## config.mk

```make
export PLATFORM = sky130hd
export DESIGN_NAME = seq_stream_serializer
export DESIGN_NICKNAME = d
export VERILOG_FILES = /design/src/rtl/seq_pkg.sv /design/src/rtl/seq_word_fifo.sv /design/src/rtl/seq_stream_serializer.sv
export SDC_FILE = /design/constraint.sdc
export NUM_CORES = 1
export LEC_CHECK = 0
export ABC_AREA = 1
export CAP_MARGIN = 5
export CELL_PAD_IN_SITES_DETAIL_PLACEMENT = 1
export CELL_PAD_IN_SITES_GLOBAL_PLACEMENT = 2
export CORE_ASPECT_RATIO = 1.75
export CORE_MARGIN = 2
export CORE_UTILIZATION = 38
export DETAILED_ROUTE_END_ITERATION = 8
export GPL_TIMING_DRIVEN = 0
export HOLD_SLACK_MARGIN = 0.02
export PLACE_DENSITY_LB_ADDON = 0.1
export REMOVE_ABC_BUFFERS = 1
export SLEW_MARGIN = 30
export SYNTH_ARGS = -nofsm -noshare
export SYNTH_HDL_FRONTEND = slang
export SYNTH_SLANG_ARGS = --single-unit
```

## constraint.sdc

```tcl
create_clock -name clk -period 2.07 [get_ports clk]
set_input_delay 0.621 -clock clk [delete_from_list [all_inputs] [get_ports clk]]
set_output_delay 0.621 -clock clk [all_outputs]
set_load 0.05 [all_outputs]
```

## src/rtl/seq_pkg.sv

```systemverilog
// seq_pkg: shared FSM state type and default sizing for the stream serializer
package seq_pkg;
  typedef enum logic {IDLE, SHIFT} state_t;
  localparam int DEF_WIDTH = 8;
  localparam int DEF_DEPTH = 4;
endpackage

```

## src/rtl/seq_word_fifo.sv

```systemverilog
// seq_word_fifo: word FIFO with extra-MSB pointers to tell full from empty
module seq_word_fifo
  import seq_pkg::*;
#(
  parameter int WIDTH = DEF_WIDTH,
  parameter int DEPTH = DEF_DEPTH
) (
  input  logic             clk,
  input  logic             rst,
  input  logic             push,
  input  logic             pop,
  input  logic [WIDTH-1:0] din,
  output logic             full,
  output logic             empty,
  output logic [WIDTH-1:0] head
);
  localparam int AW = $clog2(DEPTH);
  logic [AW:0]      wp, rp;
  logic [WIDTH-1:0] mem [DEPTH];
  assign empty = wp == rp;
  assign full  = (wp[AW] != rp[AW]) && (wp[AW-1:0] == rp[AW-1:0]);
  assign head  = mem[rp[AW-1:0]];
  // pointer update; a push and a pop on the same edge leave occupancy unchanged
  always_ff @(posedge clk or negedge rst) begin
    if (!rst) begin
      wp <= '0;
      rp <= '0;
    end else begin
      if (push && !full) wp <= wp + (AW+1)'(1);
      if (pop && !empty) rp <= rp + (AW+1)'(1);
    end
  end
  // storage needs no reset: emptiness is tracked by the pointers alone
  always_ff @(posedge clk) begin
    if (push && !full) mem[wp[AW-1:0]] <= din;
  end
endmodule

```

## src/rtl/seq_stream_serializer.sv

```systemverilog
// seq_stream_serializer: buffers parallel words and shifts them out one bit per cycle
module seq_stream_serializer
  import seq_pkg::*;
#(
  parameter int WIDTH     = DEF_WIDTH,
  parameter int DEPTH     = DEF_DEPTH,
  parameter bit MSB_FIRST = 1'b1
) (
  input  logic             clk,
  input  logic             rst,
  input  logic [WIDTH-1:0] in_data,
  input  logic             in_valid,
  output logic             in_ready,
  output logic             ser_data,
  output logic             ser_valid,
  output logic             frame_start,
  output logic             idle
);
  localparam int CW = $clog2(WIDTH);
  localparam logic [CW-1:0] LAST = CW'(WIDTH-1);
  state_t           state, next;
  logic [CW-1:0]    cnt;
  logic [WIDTH-1:0] sr, head;
  logic             full, empty, pop, boundary;
  seq_word_fifo #(.WIDTH(WIDTH), .DEPTH(DEPTH)) u_fifo (
    .clk   (clk),
    .rst   (rst),
    .push  (in_valid),
    .pop   (pop),
    .din   (in_data),
    .full  (full),
    .empty (empty),
    .head  (head)
  );
  assign in_ready    = !full;
  assign ser_valid   = state == SHIFT;
  assign frame_start = ser_valid && cnt == '0;
  assign ser_data    = ser_valid && (MSB_FIRST ? sr[WIDTH-1] : sr[0]);
  assign idle        = state == IDLE && empty;
  // a word boundary (idle, or last bit) is where the next word is pulled from the FIFO
  always_comb begin
    boundary = state == IDLE || cnt == LAST;
    pop      = boundary && !empty;
    next     = boundary ? (empty ? IDLE : SHIFT) : state;
  end
  // state, bit counter and shifter; a reload on the last bit keeps frames gapless
  always_ff @(posedge clk or negedge rst) begin
    if (!rst) begin
      state <= IDLE;
      cnt   <= '0;
      sr    <= '0;
    end else begin
      state <= next;
      if (pop) begin
        sr  <= head;
        cnt <= '0;
      end else if (state == SHIFT) begin
        sr  <= MSB_FIRST ? {sr[WIDTH-2:0], 1'b0} : {1'b0, sr[WIDTH-1:1]};
        cnt <= cnt == LAST ? '0 : cnt + CW'(1);
      end
    end
  end
  a_quiet_data: assert property (@(posedge clk) disable iff (!rst) ser_valid || !ser_data);
  a_fs_valid:   assert property (@(posedge clk) disable iff (!rst) !frame_start || ser_valid);
  c_b2b_frames: cover property (@(posedge clk) disable iff (!rst) state == SHIFT && cnt == LAST && pop);
endmodule

```

==> results.yml, run 1 <==
die:
  io-pin-count: 16
  rows: 37
  fp.dieArea_sq_um: 6850
  start_util: 0.397
  dieHeight_um: 108
  die_w_um: 63.4
  coreArea_sq_um: 5930
timing:
  post-route-period-util: 1.06
  setup_tns_ps: -126
  final.setup.worst_slack_ps: -126
  fmax_mhz: 455
  hold_viol: 0
  finalSetupViolCount: 1
  worst_pin_slew_ps: 536
  finClkSkew_ps: 9.16
  fin_crit_ps: 2200
  rsz0062_at_grt: "true"
  final_max_slew_viol_count: 0
  max_slew_margin: 0.642
global_route:
  grt_pass1_wl_um: 8590
  grt_max_degree: 19
  antenna_found_initial: 0
  grt_pass1_vias: 1748
  grt.overflow.total: 0
  grt_util_all_layers: 0.167
power:
  power_mw: 4.65
  internal-power_mw: 2.55
  p_clk_frac: 0.125
  swShare: 0.452
  leakagePower_nw: 1.19
  p_switching_mw: 2.10
  power-per-cell-area_nw_per_um2: 1650
  comb_power_share: 0.527
  pwr-share-seq: 0.348
  ir_drop_v: 0.000589
detailed_routing:
  route.detailed.drc: 0
  drt_iter0_drc: 37
  final_antenna_net_count: 0
  viasPerCell: 4.77
  avgRoutedWirePerCell_um: 15.1
  drt-pass1-iter-count: 4
  num_vias: 1598
  finalWirelength_um: 5070
yosys:
  yosysTopAreaCellShare: 0.409
  synth_area_sq_um: 2350
  ys_warn_count: 0
  synth-compound-area-share: 0.0511
  syn_inst: 226
  syn_area_per_cell_sq_um: 10.4
  synth-simple-area-share: 0.227
  postSynth.asyncResetShare: 0.360
  synth_edf_count: 32
  ys_seq_area_frac: 0.601
  synthMuxAreaShare: 0
  synth_fa_ha_area_frac: 0.0426
  yosysMostFrequentCell: "nand2_1"
  synth_top_family_by_area: "simple AND/OR/NAND/NOR gates"
  netlist_top_cells_count: "67 x nand2_1, 32 x edfxtp_1, 32 x nand3_1"
  synthDistinctLibCells: 25
  synth_xor_area_frac: 0.00745
  synth_seq_cells: 50
  yosys.area.top_type: "edfxtp_1"
  synthTopCellsByArea: "edfxtp_1 41%, dfrtp_1 19%, nand2_1 11%, nand3_1 6.8%, ha_1 4.3%"
  ys.flop_type: "edfxtp_1"
critical_path:
  cp-startpoint: "cnt[1]$_DFFE_PN0P_"
  critPathLaunchType: "flop"
  cp_data_required_time_ps: 1450
  crit_path_end_kind: "output pin"
  cp_max_fo: 2
  path_class: "flop to output pin"
  worstPathArrival_ps: 1570
  r2r-start: "u_fifo.rp[0]$_DFFE_PN0P_"
hold_path:
  min_path_type: "input pin to async pin"
status:
  status: "finished with violations"
  violations: "setup timing"
place:
  hpwl_um: 3320
  place_congestion: 0.723
  port_buffers: 15
layout:
  layout.nets: 275
  drive_gt1_frac: 0.265
  syn_to_final_growth_pct: 19.6
  fill_cells: 705
  num_antenna_cells: 0
cts:
  clock_sinks: 50
  h-tree-depth: 2
  cts_buffers: 5
  clk_latency_ps: 300
  cts_tree: "yes"
  clk_path_buf_depth: 2
  cts_hold_repair.buffers: 0
  clock-root-buffer: "clkbuf_8"
  clkTransAtPathRegs_ps: 100
run:
  drv_cap: 0
-- critical path, stage by stage (launching register included) --
cell	delay [ps]
dfrtp_1	390
ha_2	210
ha_4	160
nor2_4	110
inv_4	70
nand2_8	70
nand2_4	50
inv_2	60
buf_8	130
-- cell type report --
cell class | instances | area (sq um) | share of cell area
timing repair buffer | 29 | 251 | 0.0895
clock inverter | 3 | 22.5 | 0.00801
tap | 78 | 97.6 | 0.0347
inverter | 25 | 116 | 0.0414
clock buffer | 5 | 68.8 | 0.0245
sequential | 50 | 1420 | 0.504
multi-input combinational | 145 | 837 | 0.298
-- routing by layer --
| layer | vias up | share of wire | wire length (um) | track usage |
|---|---|---|---|---|
| met5 | - | 0 | 0 | 0 |
| li1 | 802 | - | - | - |
| met1 | 777 | 0.36 | 1830 | 0.168 |
| met3 | 4 | 0.016 | 80 | 0.0239 |
| met2 | 15 | 0.61 | 3110 | 0.341 |
| met4 | 0 | 0.010 | 53 | 0.0528 |
-- stage by stage --
stage          setup WS (ps)  hold slack [ps]  cell area, sq um  std cells   util
2_1_floorplan           -477              325              2290        219      -
3_3_place_gp           -1190              498              2540        312  0.428
3_5_place_dp           -1210              497              2540        312  0.428
4_1_cts                 -139              524              2780        332  0.470
5_1_grt                 -194              263              2810        335  0.474
6_report                -126              240              2810        335  0.474
-- cells by family after synthesis --
family                   Yosys count
buffers and inverters             32
flip-flops                        50
AND/OR/NAND/NOR                  117
XOR/XNOR                           2
AO/OA/AOI/OAI                     17
adder cells (fa/ha/maj)            8
-- layout by cell type (no fill, tap or decap), types with 5 or more instances in the layout --
master / Yosys / routed
buf_4: 1 / 14
clkbuf_8: 0 / 5
clkdlybuf4s50_1: 0 / 9
dfrtp_1: 18 / 16
edfxtp_1: 32 / 32
ha_1: 8 / 5
inv_1: 19 / 15
nand2_1: 67 / 66
nand3_1: 32 / 32
nor2_2: 1 / 6
o21ai_1: 5 / 5
o21ai_2: 9 / 9
-- sequential cells by signal, indices dropped and copies added, names as in the netlist --
register and cells:
u_fifo.mem 32, u_fifo.rp 3, ser_valid 1, u_fifo.wp 3
sr 8, cnt 3
-- repair_timing --
item                                    CTS  global route
resized for setup                        42            11
hold endpoints to repair                  0             0
cloned                                    1             0
endpoints found under the setup margin   38             4
pin swaps                                 3             1
buffers inserted                         11             3
-- power groups by stage --
stage                     Sequential, mW  Clock [mW]  Combinational [mW]
final                               1.62       0.582                2.45
after global placement              1.66           0                1.92
after global routing                1.65       0.641                2.78
after floorplan                     1.63           0                1.47
after CTS                           1.62       0.608                2.43
after detailed placement            1.69           0                2.01
-- path summary, 6_finish.rpt --
kind | slack, ps | cells past startpoint | end
min | 240 | 1 | sr[7]$_DFFE_PN0P_
max | -130 | 8 | idle
min reg2reg | 520 | 2 | sr[4]$_DFFE_PN0P_
max reg2reg | 220 | 5 | u_fifo.mem[3][2]$_DFFE_PP_
max in group asynchronous | 1500 | 1 | u_fifo.rp[0]$_DFFE_PN0P_
min in group clk | 520 | 2 | sr[4]$_DFFE_PN0P_
Note: power is estimated with default switching activity, not from simulation.
==> run 2: changes to the inputs <==
clock period = 2.05 ns   (was 2.07 ns; I/O delays follow)
==> results.yml, run 2 (synthesis results as in run 1) <==
place:
  post-place-cells: 312
  port_buffers: 15
  place_congestion: 0.723
  hpwl_um: 3320
power:
  comb_power_share: 0.530
  leakagePower_nw: 1.20
  internal-power_mw: 2.58
  swShare: 0.452
  power-per-cell-area_nw_per_um2: 1670
  power_mw: 4.71
  p_clk_frac: 0.124
  pwr-share-seq: 0.346
  ir_drop_v: 0.000596
  p_switching_mw: 2.13
critical_path:
  crit_path_end_kind: "output pin"
  reg2reg_slack_ps: 200
  r2r-start: "u_fifo.rp[0]$_DFFE_PN0P_"
  cp_slowest_cell: "dfrtp_1"
  worstPathArrival_ps: 1570
  path_class: "flop to output pin"
  cp_data_required_time_ps: 1430
  cp_max_fo: 2
  r2r-end: "u_fifo.mem[3][2]$_DFFE_PP_"
  rr_worst_depth: 5
  cp_cell_sequence: "ha_2 -> ha_4 -> nor2_4 -> inv_4 -> nand2_8 -> nand2_4 -> inv_2 -> buf_8"
  critPathLaunchType: "flop"
  slowest_delay_ps: 390
cts:
  cts_tree: "yes"
  cts_hold_repair.buffers: 0
  cts_buffers: 5
  clock-root-buffer: "clkbuf_8"
  h-tree-depth: 2
  clk_path_buf_depth: 2
  clock_sinks: 50
  clkTransAtPathRegs_ps: 100
  clk_latency_ps: 300
timing:
  post-route-period-util: 1.07
  max_slew_margin: 0.642
  fmax_mhz: 457
  finalSetupViolCount: 1
  worst_pin_slew_ps: 536
  fin_crit_ps: 2190
  rsz0062_at_grt: "true"
  final_max_slew_viol_count: 0
  hold_viol: 0
  hold_ws_ps: 236
  finClkSkew_ps: 9.06
  final.setup.worst_slack_ps: -138
global_route:
  grt_pass1_vias: 1757
  antenna_found_initial: 0
  grt.overflow.total: 0
  grt_util_all_layers: 0.168
  grt_max_degree: 19
  grt_pass1_wl_um: 8650
layout:
  num_antenna_cells: 0
  syn_to_final_growth_pct: 19.9
  drive_gt1_frac: 0.265
  fin_cells: 335
  final_cell_mix: "66 x nand2_1, 32 x nand3_1, 32 x edfxtp_1"
  final_common_cell: "nand2_1"
  layout.nets: 275
  largest_reg_flops: 32
detailed_routing:
  final_antenna_net_count: 0
  finalWirelength_um: 5100
  num_vias: 1600
  drt_iter0_drc: 41
  avgRoutedWirePerCell_um: 15.2
  route.detailed.drc: 0
  viasPerCell: 4.78
  drt-pass1-iter-count: 4
die:
  start_util: 0.397
  rows: 37
  fp.dieArea_sq_um: 6850
  die_w_um: 63.4
  coreArea_sq_um: 5930
  dieHeight_um: 108
  io-pin-count: 16
status:
  violations: "setup timing"
  status: "finished with violations"
hold_path:
  min_path_type: "input pin to async pin"
run:
  drv_cap: 0
## run 2: worst max-delay path by stage
stage                             start    to  slack, ps
2_1_floorplan     ser_valid$_DFFE_PN0P_  idle       -490
3_3_place_gp   u_fifo.rp[0]$_DFFE_PN0P_  idle      -1210
3_5_place_dp   u_fifo.rp[0]$_DFFE_PN0P_  idle      -1230
4_1_cts              cnt[1]$_DFFE_PN0P_  idle       -150
5_1_grt              cnt[1]$_DFFE_PN0P_  idle       -210
6_report             cnt[1]$_DFFE_PN0P_  idle       -140
## run 2: critical path, delay by kind of cell (launching register included)
kind | cells | cell delay (ps)
buf+inv | 3 | 260
fa+ha+maj | 2 | 370
simple gates | 3 | 230
flops | 1 | 390
## run 2: per-layer routing
metal,part of all wire,GRT usage
met1,0.36,0.169
met2,0.61,0.344
met3,0.015,0.0239
met4,0.010,0.0528
met5,0,0
## run 2: metrics by stage
stage / worst slack, ps / TNS, ps / instance area [sq um] / util
2_1_floorplan: -491 / -3310 / 2290 / -
3_3_place_gp: -1210 / -15330 / 2540 / 0.428
3_5_place_dp: -1230 / -17060 / 2540 / 0.428
4_1_cts: -153 / -153 / 2790 / 0.471
5_1_grt: -208 / -324 / 2820 / 0.475
6_report: -138 / -138 / 2820 / 0.475
## run 2: power groups by stage
| stage | Sequential [mW] | Clock [mW] | Combinational (mW) |
|---|---|---|---|
| 6_report | 1.63 | 0.587 | 2.50 |
| 5_1_grt | 1.67 | 0.648 | 2.82 |
| 4_1_cts | 1.64 | 0.614 | 2.47 |
| 3_5_place_dp | 1.70 | 0 | 2.03 |
| 3_3_place_gp | 1.68 | 0 | 1.94 |
| 2_1_floorplan | 1.65 | 0 | 1.49 |
## run 2: layout make-up
cell class	instances	area [sq um]
clock buffer	5	68.8
clock inverter	3	22.5
fill	705	3110
inverter	25	116
multi-input combinational	145	837
sequential	50	1420
tap	78	97.6
timing repair buffer	29	258
## run 2: repair_timing
action,4_1_cts,5_1_grt
setup buffers,12,2
pin swaps,3,1
cloned,1,0
resized for setup,43,9
endpoints found under the setup margin,38,3
